## src/rtl/rec_unit_mq.sv

```systemverilog
// rec_unit_mq: queues send orders and streams ORDER_IMGS buffer samples per order to the AXI side with valid/ready backpressure
module rec_unit_mq #(
  parameter int FIFO_DATA   = 25,
  parameter int ORDER_IMGS  = 50,
  parameter int ORDER_DEPTH = 4,
  parameter int ADDR_W      = 7,
  parameter int CNT_W       = $clog2(ORDER_DEPTH + 1)
) (
  input  logic                 clk,
  input  logic                 rst,
  input  logic                 rec_en,
  input  logic                 order_come,
  input  logic [FIFO_DATA-1:0] buf_in,
  input  logic                 valid,
  output logic                 send_enB,
  output logic [FIFO_DATA-1:0] AXI_OUT,
  output logic                 axi_valid,
  input  logic                 axi_ready,
  output logic [ADDR_W-1:0]    ramadd,
  output logic [CNT_W-1:0]     order_cnt,
  output logic                 order_full,
  output logic                 no_order,
  output logic                 sending,
  output logic                 frame_done,
  output logic                 order_drop
);
  localparam int IW = $clog2(ORDER_IMGS + 1);
  localparam logic [IW-1:0] IMGS = IW'(ORDER_IMGS);
  localparam logic [IW-1:0] LAST = IW'(ORDER_IMGS - 1);
  localparam logic [CNT_W-1:0] DEPTH = CNT_W'(ORDER_DEPTH);
  typedef enum logic {IDLE, XFER} state_t;
  state_t state_q, state_d;
  logic [IW-1:0] issued_q, issued_d, accepted_q, accepted_d;
  logic [CNT_W-1:0] order_cnt_q, order_cnt_d;
  logic [FIFO_DATA-1:0] axi_out_q, axi_out_d;
  logic [ADDR_W-1:0] ramadd_q, ramadd_d;
  logic axi_valid_q, axi_valid_d, frame_done_q, frame_done_d, order_drop_q, order_drop_d;
  logic cap, acc, last, inc, start;
  assign sending    = state_q == XFER;
  assign order_cnt  = order_cnt_q;
  assign order_full = order_cnt_q == DEPTH;
  assign no_order   = order_cnt_q == '0;
  assign AXI_OUT    = axi_out_q;
  assign axi_valid  = axi_valid_q;
  assign ramadd     = ramadd_q;
  assign frame_done = frame_done_q;
  assign order_drop = order_drop_q;
  // A new sample may be pulled only when the output register is empty or draining this cycle
  always_comb begin
    send_enB     = sending & rec_en & (issued_q < IMGS) & (~axi_valid_q | axi_ready);
    cap          = send_enB & valid;
    acc          = axi_valid_q & axi_ready;
    last         = sending & acc & (accepted_q == LAST);
    inc          = order_come & ~order_full;
    start        = (state_q == IDLE) & ~no_order & rec_en;
    state_d      = start ? XFER : last ? IDLE : state_q;
    issued_d     = start ? '0 : cap ? issued_q + IW'(1) : issued_q;
    accepted_d   = start ? '0 : acc ? accepted_q + IW'(1) : accepted_q;
    order_cnt_d  = order_cnt_q + CNT_W'(inc) - CNT_W'(last);
    axi_out_d    = cap ? buf_in : axi_out_q;
    ramadd_d     = cap ? ADDR_W'(issued_q) : ramadd_q;
    axi_valid_d  = cap | (axi_valid_q & ~axi_ready);
    frame_done_d = last;
    order_drop_d = order_come & order_full;
  end
  always_ff @(posedge clk) begin
    if (rst) begin
      state_q      <= IDLE;
      issued_q     <= '0;
      accepted_q   <= '0;
      order_cnt_q  <= '0;
      axi_out_q    <= '0;
      ramadd_q     <= '0;
      axi_valid_q  <= 1'b0;
      frame_done_q <= 1'b0;
      order_drop_q <= 1'b0;
    end else begin
      state_q      <= state_d;
      issued_q     <= issued_d;
      accepted_q   <= accepted_d;
      order_cnt_q  <= order_cnt_d;
      axi_out_q    <= axi_out_d;
      ramadd_q     <= ramadd_d;
      axi_valid_q  <= axi_valid_d;
      frame_done_q <= frame_done_d;
      order_drop_q <= order_drop_d;
    end
  end
endmodule
```

## config.mk

```make
export PLATFORM = sky130hd
export DESIGN_NAME = rec_unit_mq
export DESIGN_NICKNAME = d
export VERILOG_FILES = /design/src/rtl/rec_unit_mq.sv
export SDC_FILE = /design/constraint.sdc
export NUM_CORES = 1
export LEC_CHECK = 0
export ABC_CLOCK_PERIOD_IN_PS = 3100
export CAP_MARGIN = 20
export CORE_MARGIN = 2
export CORE_UTILIZATION = 45
export DETAILED_ROUTE_END_ITERATION = 6
export PLACE_DENSITY = 0.83
export SLEW_MARGIN = 15
export SYNTH_ARGS = -nofsm -noshare
export SYNTH_HDL_FRONTEND = slang
export SYNTH_SLANG_ARGS = --single-unit
```

## constraint.sdc

```tcl
create_clock -name clk -period 3.1 [get_ports clk]
set_input_delay 0.31 -clock clk [delete_from_list [all_inputs] [get_ports clk]]
set_output_delay 0.31 -clock clk [all_outputs]
set_load 0.05 [all_outputs]
```

* Word level (Yosys, flattened, before mapping)
Index checks and enable logic that the tools add are counted.
** Word-level totals
- Word-level logic and storage cells :: 40
- Flip-flop bits (word level) :: 50
- Output and inout bits :: 42
** Operators by class
- Reduce and logical (&&, ||, !) cells :: 3
- Bitwise logic cells :: 19
- Order comparisons :: 1
- Equal/unequal tests :: 2
- Multiplexer cells :: 2
- Add/subtract/negate cells :: 4
** Operator list (number)
- adder 6 x 1 -> 6 bit, second input constant :: 2
- AND 1 bit :: 12
- == test 6 bit, second input constant :: 1
- < comparator 6 bit, second input constant :: 1
- inverter 1 bit :: 5
- adder 3 x 1 -> 3 bit :: 1
- == test 3 bit, second input constant :: 1
- logical NOT 3 bit :: 1
- subtractor 3 x 1 -> 3 bit :: 1
- 2-to-1 mux 1 bit :: 2
- bitwise OR 1 bit :: 2
- nonzero test 2 bit :: 1
- OR reduction 2 bit :: 1

* Longest topological paths before layout
Gate-level depths: netlist of the first run.
- Depth after elaboration :: 5
- Depth in mapped cells :: 12
- Mapped depth without buffers :: 12

* Worst setup path after synthesis of the first run
Ideal clock, no wire load.
- Path type :: reg-to-reg
- Start point :: register axi_valid_q (netlist: axi_valid)
- End point :: register order_cnt_q[2] (netlist: order_cnt[2])
- Clock period less this slack :: 2.575 ns
- Buffers on the path :: 1
- Library setup time :: 0.128 ns
- Data required time :: 2.972 ns
- Arrival time :: 2.447 ns
- Slack :: 0.525 ns
- Cell stages (with the launch flop) :: 13
- Path through :: dfxtp_1 > and2_1 > clkbuf_1 > nand4b_1 > inv_1 > ha_1 > inv_1 > ha_1 > inv_1 > fa_1 > xor2_1 > xnor2_1 > nor2_1
** Between the ends
- Word-level cells in the longest chain between the ends :: 4
** Ends and longest elaborated chain
- from (decl) :: RTL line 37 : logic axi_valid_q, axi_valid_d, frame_done_q, frame_done_d, order_drop_q, order_drop_d;
- from (signal assigned) :: RTL line 84 : axi_valid_q <= axi_valid_d;
- AND 1 bit :: RTL line 52 : acc = axi_valid_q & axi_ready;
- AND 1 bit (2 in a row) :: RTL line 53 : last = sending & acc & (accepted_q == LAST);
- named net frame_done_d :: RTL line 37
- subtractor 3 x 1 -> 3 bit :: RTL line 59 : order_cnt_d = order_cnt_q + CNT_W'(inc) - CNT_W'(last);
- to (signal assigned) :: RTL line 81 : order_cnt_q <= order_cnt_d;
- to (decl) :: RTL line 34 : logic [CNT_W-1:0] order_cnt_q, order_cnt_d;
The timed path passes the listed nets, and every way through them passes these cells.
A chain may end at the register's enable or synchronous reset.

* Final worst setup path of the first run
- Start point :: input port axi_ready
- End point :: register order_cnt_q[2] (netlist: order_cnt[2])
** Between the ends
- Word-level cells in the longest chain between the ends :: 4
** Ends and longest elaborated chain
- from (decl) :: RTL line 18 : input logic axi_ready,
- AND 1 bit :: RTL line 52
- AND 1 bit (2 in a row) :: RTL line 53
- named net frame_done_d :: RTL line 37
- subtractor 3 x 1 -> 3 bit :: RTL line 59
The timed path passes the listed nets, and every way through them passes these cells.

==> metrics.md, run 1 <==
| Metric | Value |
|---|---|
| Status | `completed` |
| GPL Wtd Cong | `0.851` |
| Antenna Nets Post-Route | `0` |
| Clk root buf | `clkbuf_8` |
| Critical path's top delay family | `adder cells` |
| Post-synthesis sequential area ratio | `50.1%` |
| Crit Path Category | `input port to flop` |
| Warnings, synthesis | `0` |
| Max_slew headroom | `64.2%` |
| Synth Cell Area | `2000 um2` |
| Post-synth top area share | `50.1%` |
| Area Growth Syn to Fin | `42.1%` |
| Max cap viols | `0` |
| Post-synth EDFFs | `0` |
| Setup TNS | `0 ps` |
| Hold-fix buffers at CTS | `0` |
| Drc violations | `0` |
| DR vias | `1757` |
| Final worst setup slack | `700 ps` |
| Ant. Diodes | `0` |
| # setup viols final | `0` |
| Clk_lat worst skew | `290 ps` |
| Die Span Y | `70.6 um` |
| Syn Nets | `275` |
| Initial DRC Count | `102` |
| Core Box Area | `4320 um2` |
| Most common cell in the synthesized netlist | `nand2_1` |
| Most frequent CP cell | `inv_1` |
| Max VDD drop | `0.312 mV` |
| Fin. Hold Viols | `0` |
| Max Freq | `417 MHz` |
| Overall routing resource usage | `17.4%` |
| Distinct cell type count after synthesis | `35` |
| Layout cells sized above 1 | `4.89%` |
| CTS tree | `built` |
| GRT overflow | `0` |
| Leak Pwr | `1.02 nW` |
| Final net count | `344` |
| Worst hold path class | `flop to flop` |
| Chip Width | `70.6 um` |
| Post-CTS Setup Bufs | `0` |
| DIE AREA | `4990 um2` |
| Depth of the CTS H-tree | `2` |
| RSZ-0062 raised after global routing | `false` |
| PD cells | `539 nW/um2` |
| First drt pass iteration count | `4` |
| Worst setup SP type | `input port` |
| Slowest stage cell, crit path | `clkdlybuf4s50_1` |
| Crit path buffers/inverters | `4` |
| First-pass GRT wire length | `7110 um` |
| Post-synth top cells | `nand2_1 (71), dfxtp_1 (50), a21oi_1 (34), nor2_1 (16)` |
| Largest area contributor in the netlist | `dfxtp_1` |
| Post-place setup slack | `394 ps` |
| Post-route insts no fill | `359` |
| Pins Over Slew Limit | `0` |
| Dpl cells | `352` |
| Worst Tran Pin Value | `529 ps` |
| DP HPWL | `3050 um` |
| Num Clock Sinks | `50` |
| Flops & latches, synth | `50` |
| Cells after synthesis | `238` |
| Post_cts resized | `0` |
| Routed length per instance | `11.8 um` |
| Post-synth top flop | `dfxtp_1` |
| Antenna violations before repair | `0` |
| Vias/cell | `4.89` |
| Post-Syn Area per Cell | `8.40 um2` |
| Crit. End Element | `flop` |
| Fin crit share | `77.4%` |
| Row Count | `24` |
| Initial Utilization | `46.2%` |
| Port buffer count | `71` |
| Critical path fanouts, max | `8` |
| Largest net degree at the start of global routing | `39` |
| Longest Clk Path Bufs | `2` |
| Vias in the first global route | `1622` |
| CTS Buf Count | `5` |
| WP data required | `3270 ps` |
| Crit-path max cell delay | `500 ps` |
| Post-layout minimum cycle time | `2400 ps` |
| Final WL | `4240 um` |
| Post-synth ARST share | `0%` |
| IO Pins | `73` |
| Clock skew | `2.95 ps` |
| Synth top area cells | `dfxtp_1 (50%), nand2_1 (13%), a21oi_1 (8.5%)` |
| WP data arrival | `2580 ps` |
| CP Cell Sequence | `clkdlybuf4s50_1 > and2_1 > nand4b_1 > inv_1 > ha_1 > inv_1 > ha_1 > inv_1 > fa_1 > xor2_1 > xnor2_1 > nor2_1` |
| CTS clk-pin slew, worst paths | `80 ps` |
-- worst paths after layout --
path	startpoint	end	slack, ps	cells after the start
max reg2reg	axi_valid$_SDFF_PP0_	order_cnt[2]$_SDFF_PP0_	860	11
min	AXI_OUT[8]$_SDFFE_PP0P_	AXI_OUT[8]$_SDFFE_PP0P_	460	2
max	axi_ready	order_cnt[2]$_SDFF_PP0_	700	12
min reg2reg	AXI_OUT[8]$_SDFFE_PP0P_	AXI_OUT[8]$_SDFFE_PP0P_	460	2
-- metal layers --
layer  vias to the layer above  share of wire [%]  track usage, %
li1                        915                  -               -
met1                       796                 42            19.6
met2                        44                 51            32.3
met3                         2                6.2            4.70
met4                         0               0.80            5.03
met5                         -                  0               0
-- registers in the layout, indices dropped and copies added (netlist names) --
name        flops
AXI_OUT        25
order_cnt       3
issued_q        6
accepted_q      6
sending         1
order_drop      1
ramadd          6
frame_done      1
axi_valid       1
-- per-stage QoR --
stage | instance area [um2] | utilization [%] | hold slack [ps] | power, mW
3_3_place_gp | 2730 | 63.0 | 441 | 1.09
5_1_grt | 2840 | 65.7 | 474 | 1.61
6_report | 2840 | 65.7 | 456 | 1.53
2_1_floorplan | 2000 | - | 446 | 0.957
4_1_cts | 2840 | 65.7 | 459 | 1.55
3_5_place_dp | 2730 | 63.0 | 447 | 1.10
-- logic make-up (layout without fill, tap and decap cells) --
logic type	Yosys count	count (layout)	synth area share [%]
adders and majority gates	6	6	4.13
and+or+nand+nor	108	108	23.7
xor gates and xnor gates	9	9	3.94
other	1	1	0.188
AOI/OAI and AO/OA	43	43	12.4
DFF	50	50	50.1
buffers and inverters	21	90	5.57
-- placed cells by master, fill, tap and decap left out, types with 2 or more instances in the layout --
| master | synthesis | routed |
|---|---|---|
| nand2_1 | 71 | 71 |
| inv_1 | 7 | 7 |
| clkbuf_8 | 0 | 6 |
| clkdlybuf4s50_1 | 0 | 71 |
| ha_1 | 5 | 5 |
| nand4_1 | 4 | 4 |
| and2_1 | 2 | 2 |
| buf_4 | 2 | 5 |
| dfxtp_1 | 50 | 50 |
| nor2b_1 | 2 | 2 |
| nand2b_1 | 2 | 2 |
| xor2_1 | 5 | 5 |
| nor3_1 | 2 | 2 |
| nor2_1 | 16 | 16 |
| a21oi_1 | 34 | 34 |
| xnor2_1 | 4 | 4 |
| a31oi_1 | 2 | 2 |
| a211oi_1 | 2 | 2 |
-- area by class of cell --
class | instances | area, um2
multi-input combinational | 167 | 886
sequential | 50 | 1000
clock buffer | 6 | 82.6
inverter | 7 | 26.3
tap | 52 | 65.1
clock inverter | 1 | 30.0
fill | 384 | 1490
timing repair buffer | 76 | 748
-- tightest hold or removal path: stages (launching register included) --
cell and delay (ps):
dfxtp_1 310, nand2_1 50, a21oi_1 50
-- report_power, final --
group	total [mW]	internal (mW)	switching [mW]	leakage (nW)
registers	0.697	0.671	0.0262	0.404
clock network	0.453	0.258	0.195	0.0573
logic	0.381	0.144	0.237	0.558
Note: power is estimated with default switching activity, not from simulation.
==> run 2: changes to the inputs <==
--- a/config.mk
+++ b/config.mk
@@ -5,12 +5,12 @@
 export SDC_FILE = /design/constraint.sdc
 export NUM_CORES = 1
 export LEC_CHECK = 0
-export ABC_CLOCK_PERIOD_IN_PS = 3100
+export ABC_CLOCK_PERIOD_IN_PS = 2100
 export CAP_MARGIN = 20
 export CORE_MARGIN = 2
-export CORE_UTILIZATION = 45
+export CORE_UTILIZATION = 40
 export DETAILED_ROUTE_END_ITERATION = 6
-export PLACE_DENSITY = 0.83
+export PLACE_DENSITY = 0.78
 export SLEW_MARGIN = 15
 export SYNTH_ARGS = -nofsm -noshare
 export SYNTH_HDL_FRONTEND = slang
==> constraint.sdc (replaced) <==
create_clock -name clk -period 2.1 [get_ports clk]
set_input_delay 0.21 -clock clk [delete_from_list [all_inputs] [get_ports clk]]
set_output_delay 0.21 -clock clk [all_outputs]
set_load 0.05 [all_outputs]
==> run 2 against run 1 <==
Net effect:
- the run now ends with setup timing left
- core utilization is 3.8 points lower
- wire length is 11% higher
- cell area is 4.2% higher
- sequential power is 46% higher
- flip-flop and latch count stayed put
- via count is 2.4% higher
- largest cell class unchanged
==> metrics.md, run 2 (synthesized netlist as in run 1, its figures left out) <==
| Metric | Value |
|---|---|
| Crit. End Element | `flop` |
| Longest Clk Path Bufs | `2 (unchanged)` |
| Slowest stage cell, crit path | `clkdlybuf4s50_1` |
| CP Cell Sequence | `clkdlybuf4s50_1 > and2_1 > nand4b_1 > inv_1 > ha_1 > inv_1 > ha_1 > inv_1 > fa_2 > xor2_1 > xnor2_1 > nor2_1` |
| Fillcell total | `424 (+10%)` |
| GRT overflow | `0 (unchanged)` |
| Final worst setup slack | `-10.4 ps (-710 ps)` |
| WP data required | `2280 ps (-990 ps)` |
| Vias/cell | `4.66 (-4.8%)` |
| CTS Buf Count | `5 (unchanged)` |
| Worst hold path class | `flop to flop` |
| Comb power frac | `27.9% (+3.0 points)` |
| Max Freq | `474 MHz` |
| Crit Path Category | `input port to flop` |
| Initial DRC Count | `43 (-58%)` |
| Final WL | `4700 um (+11%)` |
| Num Clock Sinks | `50 (unchanged)` |
| Final Total Pwr | `2.19 mW (+43%)` |
| Pins Over Slew Limit | `0 (unchanged)` |
| Max_slew headroom | `65.7% (+1.4 points)` |
| Vias in the first global route | `1759 (+8.4%)` |
| DIE AREA | `5580 um2 (+12%)` |
| Leak Pwr | `1.09 nW (+6.7%)` |
| Chip Width | `74.7 um (+5.7%)` |
| Die Span Y | `74.7 um (+5.7%)` |
| Antenna violations before repair | `0 (unchanged)` |
| Crit-path max cell delay | `500 ps (about the same)` |
| Violated checks | `setup timing` |
| PD cells | `741 nW/um2 (+37%)` |
| Layout cells sized above 1 | `10.3% (+5.5 points)` |
| Post-place setup slack | `-338 ps (-733 ps)` |
| CTS clk-pin slew, worst paths | `90 ps (about the same)` |
| Flop pwr share | `46.7% (+1.2 points)` |
| CTS tree | `built` |
| Depth of the CTS H-tree | `2 (unchanged)` |
| Overall routing resource usage | `17.8% (+0.35 points)` |
| Area Growth Syn to Fin | `48.1%` |
| Clk root buf | `clkbuf_8` |
| Fin. Hold Viols | `0 (unchanged)` |
| P_sw | `697 uW (+52%)` |
| Setup TNS | `-10.4 ps (-10.4 ps)` |
| IO Pins | `73 (unchanged)` |
| RSZ-0062 raised after global routing | `true` |
| Clk_lat worst skew | `290 ps (about the same)` |
| DP HPWL | `3370 um (+11%)` |
| Most frequent CP cell | `inv_1` |
| Row Count | `25 (+4.2%)` |
| Placed inst area | `2850 um2 (+4.6%)` |
| Largest net degree at the start of global routing | `39 (unchanged)` |
| Post-layout minimum cycle time | `2110 ps` |
| Status | `complete, but fails checks` |
| Initial Utilization | `41.8% (-4.5 points)` |
| Core Box Area | `4790 um2 (+11%)` |
| Antenna Nets Post-Route | `0 (unchanged)` |
| Max cap viols | `0 (unchanged)` |
| Internal cell power | `1.49 mW (+39%)` |
| WHS | `455 ps (-0.898 ps)` |
| Clock power frac | `25.4% (-4.2 points)` |
| Design Area, Final | `2960 um2 (+4.2%)` |
| Critical path fanouts, max | `2 (-6)` |
| Ant. Diodes | `0 (unchanged)` |
| Post-route insts no fill | `386 (+7.5%)` |
| # setup viols final | `1 (+1)` |
| Final net count | `355 (+3.2%)` |
| Sw Share | `31.8% (+1.9 points)` |
| Max reg flops | `25 (unchanged)` |
| Dpl cells | `377 (+7.1%)` |
| Routed length per instance | `12.2 um (+3.1%)` |
| DR vias | `1799 (+2.4%)` |
| Worst setup SP type | `input port` |
| GPL Wtd Cong | `0.807 (-5.1%)` |
| Drc violations | `0 (unchanged)` |
| Util after Layout | `61.8% (-3.8 points)` |
| Max VDD drop | `0.445 mV (+42%)` |
| Port buffer count | `71 (unchanged)` |
| Most frequent cells in the layout | `nand2_1 (71), clkdlybuf4s50_1 (69), dfxtp_1 (46)` |
| Fin crit share | `100%` |
| Worst Tran Pin Value | `513 ps (-15.8 ps)` |
| First-pass GRT wire length | `7650 um (+7.6%)` |
| First drt pass iteration count | `4 (unchanged)` |
| WP data arrival | `2290 ps (-290 ps)` |
| Clock skew | `5.47 ps (+2.52 ps)` |
| Most common cell after layout, fill and taps aside | `nand2_1` |
-- run 2: changes by cell type in the layout (fill, tap and decap cells not counted), sizes merged --
cell	delta
dlymetal6s2s	+1
clkinv	+1
buf	+12
bufinv	-1
clkbuf	+1
clkdlybuf4s50	-2
-- run 2: routing by layer --
layer	share of wire, %	GRT usage (%)	up-vias
li1	-	-	937
met1	42	20.3	803
met2	50	32.4	53
met3	6.2	5.22	6
met4	1.1	4.76	0
met5	0	0	-
-- run 2: critical path: cells and delay by family --
family / cells / cell delay (ps)
adders and majority gates: 3 / 710
and+or+nand+nor: 3 / 340
xor gates and xnor gates: 2 / 320
buffers and inverters: 4 / 700
-- run 2: area by class of cell --
type	count	area, um2	area share (%)
clock buffer	7	86.3	2.92
clock inverter	1	5.00	0.169
inverter	7	26.3	0.888
multi-input combinational	167	893	30.2
sequential	50	1010	34.1
tap	67	83.8	2.83
timing repair buffer	87	856	28.9
-- run 2: power by group through the flow --
stage / Clock (mW) / Combinational (mW) / Sequential [mW]
global route: 0.628 / 0.657 / 1.03
floorplan: 0 / 0.231 / 1.19
CTS: 0.582 / 0.620 / 1.02
detailed placement: 0 / 0.614 / 1.05
finish: 0.557 / 0.612 / 1.02
global placement: 0 / 0.601 / 1.04
-- run 2: path summary, 6_finish.rpt --
check | slack, ps | endpoint | depth (start not counted) | startpoint
setup / recovery | -10 | order_cnt[2]$_SDFF_PP0_ | 12 | axi_ready
hold / removal | 450 | AXI_OUT[10]$_SDFFE_PP0P_ | 2 | AXI_OUT[10]$_SDFFE_PP0P_
setup reg to reg | 10 | order_cnt[2]$_SDFF_PP0_ | 11 | accepted_q[4]$_SDFFE_PP0N_
hold reg to reg | 450 | AXI_OUT[10]$_SDFFE_PP0P_ | 2 | AXI_OUT[10]$_SDFFE_PP0P_
-- run 2: timing repair --
item / CTS / global route
endpoints found under the setup margin: 1 / 2
setup buffers: 1 / 0
resized for setup: 3 / 1
hold endpoints to repair: 0 / 0
hold buffers: 0 / 0
pin swaps: 2 / 2
==> run 3: changes to the inputs <==
--- a/config.mk
+++ b/config.mk
@@ -8,9 +8,10 @@
 export ABC_CLOCK_PERIOD_IN_PS = 2100
 export CAP_MARGIN = 20
 export CORE_MARGIN = 2
-export CORE_UTILIZATION = 40
+export CORE_UTILIZATION = 41
+export CTS_BUF_LIST = sky130_fd_sc_hd__clkbuf_4
 export DETAILED_ROUTE_END_ITERATION = 6
-export PLACE_DENSITY = 0.78
+export PLACE_DENSITY_LB_ADDON = 0.2
 export SLEW_MARGIN = 15
 export SYNTH_ARGS = -nofsm -noshare
 export SYNTH_HDL_FRONTEND = slang
==> run 3 against run 2 <==
Net effect:
- largest cell class unchanged
- largest power group unchanged
- critical path type is now flop to flop
- the flow now finishes without violations
- sequential power about the same
- combinational power decreased by 3%
- flip-flop and latch count stayed put
- wire length fell by 6.6%
==> metrics.md, run 3 (synthesized netlist as in run 1, its figures left out) <==
| Metric | Value |
|---|---|
| Status | `completed` |
| First drt pass iteration count | `4 (unchanged)` |
| Initial DRC Count | `56 (+30%)` |
| Beginning of the worst register-to-register path | `accepted_q[1]$_SDFFE_PP0N_` |
| Worst hold endpoint | `AXI_OUT[2]$_SDFFE_PP0P_` |
| Hold-fix buffers at CTS | `0 (unchanged)` |
| PD cells | `705 nW/um2 (-4.8%)` |
| Drc violations | `0 (unchanged)` |
| Length in cells of the worst reg-to-reg path | `12 (+1)` |
| Max VDD drop | `0.351 mV (-21%)` |
| R2R setup slack | `70 ps (+60 ps)` |
| Chip Width | `73.8 um (-1.2%)` |
| Flop pwr share | `49.6% (+2.9 points)` |
| DR vias | `1795 (-0.22%)` |
| Port buffer count | `71 (unchanged)` |
| CP Cell Sequence | `inv_1 > ha_1 > nand4b_1 > inv_1 > ha_1 > inv_1 > ha_1 > inv_1 > fa_2 > xor2_1 > xnor2_1 > nor2_1` |
| Hold Path Depth | `3 (+1)` |
| CTS Buf Count | `5 (unchanged)` |
| WP data required | `2350 ps (+70 ps)` |
| Vias/cell | `4.67 (+0.30%)` |
| Ant. Diodes | `0 (unchanged)` |
| DIE AREA | `5450 um2 (-2.3%)` |
| # setup viols final | `0 (-1)` |
| Post-CTS Setup Bufs | `0 (-1)` |
| Overall routing resource usage | `16.3% (-1.5 points)` |
| GRT overflow | `0 (unchanged)` |
| Num Clock Sinks | `50 (unchanged)` |
| Critical path fanouts, max | `2 (unchanged)` |
| Longest Clk Path Bufs | `2 (unchanged)` |
| Core Box Area | `4720 um2 (-1.3%)` |
| WP data arrival | `2280 ps (about the same)` |
| Layout cells sized above 1 | `10.4% (+0.065 points)` |
| Crit path buffers/inverters | `4 (unchanged)` |
| Max_slew headroom | `64.5% (-1.2 points)` |
| Final net count | `353 (-0.56%)` |
| Largest net degree at the start of global routing | `39 (unchanged)` |
| Clock power frac | `21.4% (-4.0 points)` |
| Row Count | `25 (unchanged)` |
| GPL Wtd Cong | `0.757 (-6.2%)` |
| Hold path start | `buf_in[2]` |
| Clk_lat worst skew | `360 ps (+70 ps)` |
| Routed length per instance | `11.4 um (-6.1%)` |
| Area Growth Syn to Fin | `46.2%` |
| Worst hold path class | `input port to flop` |
| Fin crit share | `96.5% (-4.0 points)` |
| RSZ-0062 raised after global routing | `true` |
| Util after Layout | `61.9% (about the same)` |
| Crit-path max cell delay | `350 ps (-150 ps)` |
| Comb power frac | `29.0% (+1.1 points)` |
| Reg-to-reg endpoint | `order_cnt[2]$_SDFF_PP0_` |
| Design Area, Final | `2920 um2 (-1.3%)` |
| Worst Tran Pin Value | `531 ps (+17.5 ps)` |
| Worst setup SP type | `flop` |
| Sw Share | `33.6% (+1.8 points)` |
| Clock skew | `10.9 ps (+5.46 ps)` |
| Antenna violations before repair | `0 (unchanged)` |
| Crit. End Element | `flop` |
| Most frequent CP cell | `inv_1` |
| Final WL | `4390 um (-6.6%)` |
| Antenna Nets Post-Route | `0 (unchanged)` |
| Fin. Hold Viols | `0 (unchanged)` |
| Die Span Y | `73.8 um (-1.2%)` |
| Max reg flops | `25 (unchanged)` |
| DP HPWL | `3050 um (-9.6%)` |
| Critical path's top delay family | `adder cells` |
| Slowest stage cell, crit path | `dfxtp_2` |
| Initial Utilization | `42.3% (+0.55 points)` |
| P_sw | `692 uW (-0.66%)` |
| Most frequent cells in the layout | `nand2_1 (71), clkdlybuf4s50_1 (69), dfxtp_1 (45)` |
| Placed inst area | `2860 um2 (+0.18%)` |
| Pins Over Slew Limit | `0 (unchanged)` |
| Post-layout minimum cycle time | `2030 ps (-85.0 ps)` |
| Max Freq | `494 MHz (+4.2%)` |
| Internal cell power | `1.37 mW (-8.5%)` |
| Vias in the first global route | `1571 (-11%)` |
| Crit Path Category | `flop to flop` |
| CTS tree | `built` |
| Most common cell after layout, fill and taps aside | `nand2_1` |
| Clk root buf | `clkbuf_4` |
| Leak Pwr | `1.06 nW (-2.3%)` |
| IO Pins | `73 (unchanged)` |
| Depth of the CTS H-tree | `2 (unchanged)` |
| Max cap viols | `0 (unchanged)` |
| CTS clk-pin slew, worst paths | `140 ps (+50 ps)` |
| First-pass GRT wire length | `6920 um (-9.5%)` |
[run 3: cell types whose count changed in the layout (fill, tap and decap cells not counted)]
cell / change
dlymetal6s2s_1: -1
dfxtp_2: +1
clkbuf_4: +6
buf_4: -3
clkinv_4: +1
dfxtp_1: -1
dlygate4sd2_1: +1
clkbuf_8: -6
buf_12: +1
clkbuf_1: -1
[run 3: routing by layer]
layer | track usage [%] | vias to the layer above | wire (um) | share of wire (%)
li1 | - | 929 | - | -
met1 | 20.0 | 817 | 1980 | 45
met2 | 27.4 | 42 | 2140 | 49
met3 | 4.25 | 7 | 206 | 4.7
met4 | 6.06 | 0 | 60 | 1.4
met5 | 0 | - | 0 | 0
[run 3: repair_timing]
action | CTS | global route
resized for setup | 1 | 4
pin swaps | 0 | 4
endpoints found under the setup margin | 1 | 1
[run 3: power by group through the flow]
stage	logic, mW	registers [mW]	clock network, mW
2_1_floorplan	0.231	1.19	0
3_3_place_gp	0.606	1.04	0
3_5_place_dp	0.607	1.04	0
4_1_cts	0.601	1.02	0.461
5_1_grt	0.638	1.03	0.500
6_report	0.596	1.02	0.441
[run 3: stage by stage]
step / hold WS [ps] / power (mW) / setup TNS (ps) / std cells / worst slack (ps)
after floorplan: 346 / 1.42 / -208 / 238 / -208
after global placement: 441 / 1.65 / -218 / 376 / -213
after detailed placement: 446 / 1.65 / -355 / 376 / -283
after CTS: 359 / 2.09 / 0 / 384 / 13.0
after global routing: 364 / 2.17 / -66.2 / 384 / -66.2
final: 376 / 2.06 / 0 / 384 / 74.5
[run 3: layout make-up]
cell class | instances | area, um2
Clock inverter | 2 | 13.8
Clock buffer | 6 | 45.0
Fill cell | 426 | 1800
Timing Repair Buffer | 85 | 850
Inverter | 7 | 26.3
Tap cell | 67 | 83.8
Multi-Input combinational cell | 167 | 893
Sequential cell | 50 | 1010
[run 3: worst max path at each step]
stage	slack [ps]	endpoint	from	cells after the start
2_1_floorplan	-210	order_cnt[2]$_SDFF_PP0_	order_cnt[1]$_SDFF_PP0_	11
3_3_place_gp	-210	order_cnt[2]$_SDFF_PP0_	axi_ready	12
3_5_place_dp	-280	order_cnt[2]$_SDFF_PP0_	axi_ready	12
4_1_cts	10	order_cnt[2]$_SDFF_PP0_	accepted_q[4]$_SDFFE_PP0N_	11
5_1_grt	-70	order_cnt[2]$_SDFF_PP0_	accepted_q[3]$_SDFFE_PP0N_	11
6_report	70	order_cnt[2]$_SDFF_PP0_	accepted_q[1]$_SDFFE_PP0N_	12
[run 3: worst register-to-register path: cells and delay by family, from the launching register on]
kind	cells	cell delay, ps
XOR/XNOR	2	320
buffers and inverters	4	200
flip-flops	1	350
AND/OR/NAND/NOR	2	180
adder cells (fa/ha/maj)	4	890
